--- src/rtl/instr_unescape_fetch_if.sv ---
// instr_unescape_fetch_if: byte-stream input and decoded-record output bundle
interface instr_unescape_fetch_if;
    logic [7:0]  in_byte;
    logic        in_valid;
    logic        in_last;
    logic        in_ready;
    logic        out_valid;
    logic        out_ready;
    logic [71:0] unescaped_instr;
    logic        is_2byte;
    logic        pfx_opsize;
    logic        pfx_addrsize;
    logic        pfx_lock;
    logic [1:0]  pfx_rep;
    logic [2:0]  pfx_seg;
    logic [3:0]  body_len;
    logic        err;
    modport master (
        output in_byte, in_valid, in_last, out_ready,
        input  in_ready, out_valid, unescaped_instr, is_2byte, pfx_opsize,
               pfx_addrsize, pfx_lock, pfx_rep, pfx_seg, body_len, err
    );
    modport slave (
        input  in_byte, in_valid, in_last, out_ready,
        output in_ready, out_valid, unescaped_instr, is_2byte, pfx_opsize,
               pfx_addrsize, pfx_lock, pfx_rep, pfx_seg, body_len, err
    );
endinterface

--- src/rtl/instr_unescape_fetch.sv ---
// instr_unescape_fetch: strips prefixes and 0x0F escape, packs body bytes into a held record
module instr_unescape_fetch (
    input logic                   clk,
    input logic                   rst_n,
    instr_unescape_fetch_if.slave bus
);
    typedef enum logic [1:0] {PREFIX, BODY, HOLD} state_e;
    typedef struct packed {
        logic [71:0] instr;
        logic        is2;
        logic        opsize;
        logic        addrsize;
        logic        lock;
        logic [1:0]  rep;
        logic [2:0]  seg;
        logic [3:0]  len;
        logic        err;
    } rec_t;
    state_e     state_q;
    rec_t       rec_q;
    logic [2:0] cnt_q;
    logic [7:0] b;
    logic [2:0] seg_c;
    logic       take, esc, pfx;
    always_comb begin
        b     = bus.in_byte;
        take  = bus.in_valid && bus.in_ready;
        seg_c = b == 8'h26 ? 3'd1 : b == 8'h2E ? 3'd2 : b == 8'h36 ? 3'd3 :
                b == 8'h3E ? 3'd4 : b == 8'h64 ? 3'd5 : b == 8'h65 ? 3'd6 : 3'd0;
        esc   = b == 8'h0F;
        pfx   = seg_c != 3'd0 || b == 8'h66 || b == 8'h67 || b == 8'hF0 ||
                b == 8'hF2 || b == 8'hF3;
    end
    assign bus.in_ready        = state_q != HOLD;
    assign bus.out_valid       = state_q == HOLD;
    assign bus.unescaped_instr = rec_q.instr;
    assign bus.is_2byte        = rec_q.is2;
    assign bus.pfx_opsize      = rec_q.opsize;
    assign bus.pfx_addrsize    = rec_q.addrsize;
    assign bus.pfx_lock        = rec_q.lock;
    assign bus.pfx_rep         = rec_q.rep;
    assign bus.pfx_seg         = rec_q.seg;
    assign bus.body_len        = rec_q.len;
    assign bus.err             = rec_q.err;
    always_ff @(posedge clk or negedge rst_n) begin
        if (!rst_n) begin
            state_q <= PREFIX;
            rec_q   <= '0;
            cnt_q   <= '0;
        end else if (state_q == HOLD) begin
            if (bus.out_ready) begin
                state_q <= PREFIX;
                rec_q   <= '0;
                cnt_q   <= '0;
            end
        end else if (take) begin
            if (state_q == PREFIX && pfx) begin
                if (cnt_q == 3'd4) rec_q.err <= 1'b1;
                else begin
                    cnt_q          <= cnt_q + 3'd1;
                    rec_q.opsize   <= rec_q.opsize   | (b == 8'h66);
                    rec_q.addrsize <= rec_q.addrsize | (b == 8'h67);
                    rec_q.lock     <= rec_q.lock     | (b == 8'hF0);
                    rec_q.rep      <= b == 8'hF2 ? 2'b10 : b == 8'hF3 ? 2'b11 : rec_q.rep;
                    rec_q.seg      <= seg_c != 3'd0 ? seg_c : rec_q.seg;
                end
            end else if (state_q == PREFIX && esc) begin
                rec_q.is2 <= 1'b1;
                state_q   <= BODY;
            end else if (rec_q.len == 4'd9) rec_q.err <= 1'b1;
            else begin
                rec_q.instr[{rec_q.len, 3'b000} +: 8] <= b;
                rec_q.len <= rec_q.len + 4'd1;
                state_q   <= BODY;
            end
            // completing on a prefix or escape leaves an empty body
            if (bus.in_last) begin
                state_q <= HOLD;
                if (state_q == PREFIX && (pfx || esc)) rec_q.err <= 1'b1;
            end
        end
    end
endmodule

--- src/flat_wrapper.sv ---
// flat-port wrapper written by rule: the top's interface ports become plain ports
module instr_unescape_fetch_flat 
  (clk, rst_n, bus_in_byte, bus_in_valid, bus_in_last, bus_out_ready, bus_in_ready, bus_out_valid, bus_unescaped_instr, bus_is_2byte, bus_pfx_opsize, bus_pfx_addrsize, bus_pfx_lock, bus_pfx_rep, bus_pfx_seg, bus_body_len, bus_err);
  instr_unescape_fetch_if bus_i ();
  input logic clk;
  input logic rst_n;
  input wire logic [$bits(bus_i.in_byte)-1:0] bus_in_byte;
  input wire logic [$bits(bus_i.in_valid)-1:0] bus_in_valid;
  input wire logic [$bits(bus_i.in_last)-1:0] bus_in_last;
  input wire logic [$bits(bus_i.out_ready)-1:0] bus_out_ready;
  output wire logic [$bits(bus_i.in_ready)-1:0] bus_in_ready;
  output wire logic [$bits(bus_i.out_valid)-1:0] bus_out_valid;
  output wire logic [$bits(bus_i.unescaped_instr)-1:0] bus_unescaped_instr;
  output wire logic [$bits(bus_i.is_2byte)-1:0] bus_is_2byte;
  output wire logic [$bits(bus_i.pfx_opsize)-1:0] bus_pfx_opsize;
  output wire logic [$bits(bus_i.pfx_addrsize)-1:0] bus_pfx_addrsize;
  output wire logic [$bits(bus_i.pfx_lock)-1:0] bus_pfx_lock;
  output wire logic [$bits(bus_i.pfx_rep)-1:0] bus_pfx_rep;
  output wire logic [$bits(bus_i.pfx_seg)-1:0] bus_pfx_seg;
  output wire logic [$bits(bus_i.body_len)-1:0] bus_body_len;
  output wire logic [$bits(bus_i.err)-1:0] bus_err;
  assign bus_i.in_byte = bus_in_byte;
  assign bus_i.in_valid = bus_in_valid;
  assign bus_i.in_last = bus_in_last;
  assign bus_i.out_ready = bus_out_ready;
  assign bus_in_ready = bus_i.in_ready;
  assign bus_out_valid = bus_i.out_valid;
  assign bus_unescaped_instr = bus_i.unescaped_instr;
  assign bus_is_2byte = bus_i.is_2byte;
  assign bus_pfx_opsize = bus_i.pfx_opsize;
  assign bus_pfx_addrsize = bus_i.pfx_addrsize;
  assign bus_pfx_lock = bus_i.pfx_lock;
  assign bus_pfx_rep = bus_i.pfx_rep;
  assign bus_pfx_seg = bus_i.pfx_seg;
  assign bus_body_len = bus_i.body_len;
  assign bus_err = bus_i.err;
  instr_unescape_fetch u_core (.clk(clk), .rst_n(rst_n), .bus(bus_i));
endmodule
--- config.mk ---
export PLATFORM = sky130hd
export DESIGN_NAME = instr_unescape_fetch_flat
export DESIGN_NICKNAME = d
export VERILOG_FILES = /design/src/rtl/instr_unescape_fetch_if.sv /design/src/rtl/instr_unescape_fetch.sv /design/src/flat_wrapper.sv
export SDC_FILE = /design/constraint.sdc
export NUM_CORES = 1
export LEC_CHECK = 0
export ABC_CLOCK_PERIOD_IN_PS = 4160
export CORE_ASPECT_RATIO = 1.2
export CORE_MARGIN = 2
export CORE_UTILIZATION = 45
export CTS_CLUSTER_SIZE = 12
export DETAILED_ROUTE_END_ITERATION = 8
export GPL_ROUTABILITY_DRIVEN = 0
export GPL_TIMING_DRIVEN = 0
export PLACE_DENSITY = 0.77
export SLEW_MARGIN = 20
export SYNTH_ARGS = -nofsm -noshare
export SYNTH_HDL_FRONTEND = slang
export SYNTH_SLANG_ARGS = --single-unit
--- constraint.sdc ---
create_clock -name clk -period 4.16 [get_ports clk]
set_input_delay 0.832 -clock clk [delete_from_list [all_inputs] [get_ports clk]]
set_output_delay 0.832 -clock clk [all_outputs]
set_load 0.005 [all_outputs]
==> impl_metrics.csv <==
group,metric,value,unit
logic_synthesis,synthTopCellsByArea,"dfrtp_1 50%, mux2i_1 10%, nand2_1 7.2%, o2bb2ai_1 3.1%, ha_1 1.7%",
placed_design,io_buffers,99,
logic_synthesis,ys.flop_type,"dfrtp_1",
min_path,hp-class,"input port to asynchronous set/reset pin",
layout,drive_above_1_share,8.00,%
global_route,grt_pass1_vias,3861,
floorplan,rows,40,
layout,areaGrowthSynthToFinish,32.9,%
clock_network,clock_latency,340,ps
logic_synthesis,synthCells,435,
logic_synthesis,netlist_area,0.00452,mm^2
clock_network,cts_resized,0,
global_route,grt_usage,23.4,%
logic_synthesis,synth_edf_count,0,
logic_synthesis,async_flop_share,100,%
worst_setup_path,critPathKind,"input port to flop",
drt,vias_per_cell,5.78,
global_route,grt_pass1_wl,19800,um
logic_synthesis,yosysTopAreaCellShare,50.3,%
layout,diodes,0,
floorplan,core_area,0.00991,mm^2
placed_design,place_ws,647,ps
placed_design,dp_hpwl,9020,um
timing,setup_violations,0,
worst_setup_path,r2r_setup_slack,1060,ps
timing,finalCritPeriodShare,78.4,%
logic_synthesis,synth_common_cells,"91 x dfrtp_1, 87 x nand2_1, 47 x mux2i_1",
power,vdd_drop_max,0.000271,V
worst_setup_path,endpoint_kind,"flop",
clock_network,cts_buffer_depth,2,
drt,wl_per_cell,18.3,um
timing,timing.fmax,306,MHz
clock_network,ctsHoldBuffers,0,
layout,fillCellCount,814,
drt,drt-total-wl,12300,um
worst_setup_path,worstPathArrival,3500,ps
timing,rsz0062_at_grt,"no",
logic_synthesis,ys_seq_elements,91,
logic_synthesis,ys_types,62,
worst_setup_path,cp_num_buf_inv,2,
clock_network,cts.sinks,91,
clock_network,clockRootBuffer,"clkbuf_16",
power,total_power,3.57,mW
global_route,grt_max_degree,48,
floorplan,start_util,45.6,%
timing,maxSlewViolCount,0,
timing,finClkSkew,5.03,ps
worst_setup_path,cp-start-kind,"input port",
floorplan,pin_count,101,
floorplan,die_x,95.5,um
floorplan,die_area,0.0109,mm^2
drt,first_pass_iters,5,
logic_synthesis,syn_area_per_cell,10.4,um^2
timing,worst_slack,897,ps
timing,layout_min_cycle_time,3260,ps
drt,route.detailed.drc,0,
status,status,"finished clean",
worst_setup_path,cp.required,4400,ps
worst_setup_path,r2r-start,"u_core.bus.body_len[0]",
worst_setup_path,critical-path-slowest-cell,"nor4_2",
drt,initialDrtViolationCount,330,
global_route,grt_antenna_before_repair,0,
job,drv_cap,0,
worst_setup_path,max_stage_delay,820,ps
logic_synthesis,syn_nets,454,
power,powerDensity,594,mW/mm^2
timing,final_hold_viol_count,0,
floorplan,die_y,114,um
global_route,grt.overflow.total,0,
logic_synthesis,yosysWarnings,0,
power,leakage,2.66,nW
worst_setup_path,cp_cell_sequence,"clkdlybuf4s50_1 -> buf_2 -> nor4bb_1 -> a21oi_1 -> nor4_2 -> nor2_1 -> a221oi_1",
clock_network,h-tree-depth,3,
timing,hold_ws,488,ps
timing,worst_pin_slew,1080,ps
clock_network,path_clk_slew,60,ps
clock_network,cts_tree,"yes",
worst_setup_path,crit_start,"bus_in_byte[2]",
drt,vias,3910,
timing,max-slew-margin-rel,27.1,%
logic_synthesis,yosysTopAreaCell,"dfrtp_1",
clock_network,postCtsSetupRepairBufs,0,
worst_setup_path,critPathMaxFanout,10,
logic_synthesis,ys_seq_area_share,50.3,%
drt,ant_nets,0,
clock_network,cts_made_buffers,9,
layout,nets,565,
logic_synthesis,synth_most_common_cell,"dfrtp_1",
worst_setup_path,critical_path.top_delay_family,"simple AND/OR/NAND/NOR gates",
report_power, final:
| group | switching [mW] | internal (mW) |
|---|---|---|
| Sequential | 0.130 | 1.08 |
| Clock | 0.330 | 0.541 |
| Combinational | 0.793 | 0.694 |
path summary, 6_finish.rpt:
check                                                 end  cells after the start
max in group asynchronous   u_core.bus.unescaped_instr[6]                      2
min in group clk           u_core.bus.unescaped_instr[22]                      1
max reg2reg                u_core.bus.unescaped_instr[42]                      8
min                                   u_core.bus.pfx_lock                      1
min reg2reg                u_core.bus.unescaped_instr[22]                      1
max                        u_core.bus.unescaped_instr[47]                      7
cells by family (layout without fill, tap and decap cells):
logic type	after synthesis	in the layout	synth area share (%)
DFF	91	91	50.3
AOI/OAI and AO/OA	74	74	12.8
buffers and inverters	39	154	4.32
and+or+nand+nor	174	174	19.6
xor gates and xnor gates	2	2	0.387
muxes	49	49	10.9
adders and majority gates	6	6	1.66
area by class of cell:
cell class,instances,area (um^2),share of cell area [%]
Sequential cell,91,2280,37.9
Multi-Input combinational cell,305,2050,34.1
Timing Repair Buffer,100,1020,16.9
Clock buffer,11,243,4.04
Tap cell,126,158,2.62
Buffer,30,156,2.60
Clock inverter,4,73.8,1.23
Inverter,9,38.8,0.645
cell usage in the layout, fill, tap and decap left out, types with 4 or more instances in the layout:
cell type	n
a21oi_1	8
a22o_1	6
a31oi_1	6
a32o_1	6
buf_2	8
buf_6	4
clkbuf_1	17
clkbuf_16	9
clkdlybuf4s50_1	98
dfrtp_1	91
ha_1	6
inv_1	8
mux2i_1	47
nand2_1	87
nand3_1	13
nand3b_1	4
nand4_1	5
nor2_1	18
nor3_1	14
o21a_1	4
o21ai_0	6
o2bb2ai_1	16
per-layer routing:
metal,share of wire (%),GRT usage (%)
met5,0,0
met4,2.0,8.29
met3,5.2,3.76
met2,50,38.4
met1,43,31.4
worst reg2reg max path, cell delays in order, from the launching register on:
cell and delay (ps):
dfrtp_1 410, clkbuf_1 370, inv_1 210, ha_1 320, clkbuf_1 300, nand2_1 150, nor3_1 460, nor4b_2 600
a22o_1 210
stage by stage:
stage,area (um^2),std cells,util (%),setup TNS (ps)
floorplan,4520,435,-,0
global placement,5670,660,57.2,-78340
detailed placement,5700,661,57.5,0
CTS,6010,676,60.7,0
global route,6010,676,60.7,0
finish,6010,676,60.7,0
state kept, by name, summed over array words and instances, names as in the netlist, 2 cells and up:
register	cells
u_core.cnt_q	3
u_core.bus.body_len	4
u_core.bus.unescaped_instr	72
u_core.state_q	2
u_core.bus.pfx_rep	2
u_core.bus.pfx_seg	3
Note: power is estimated with default switching activity, not from simulation.
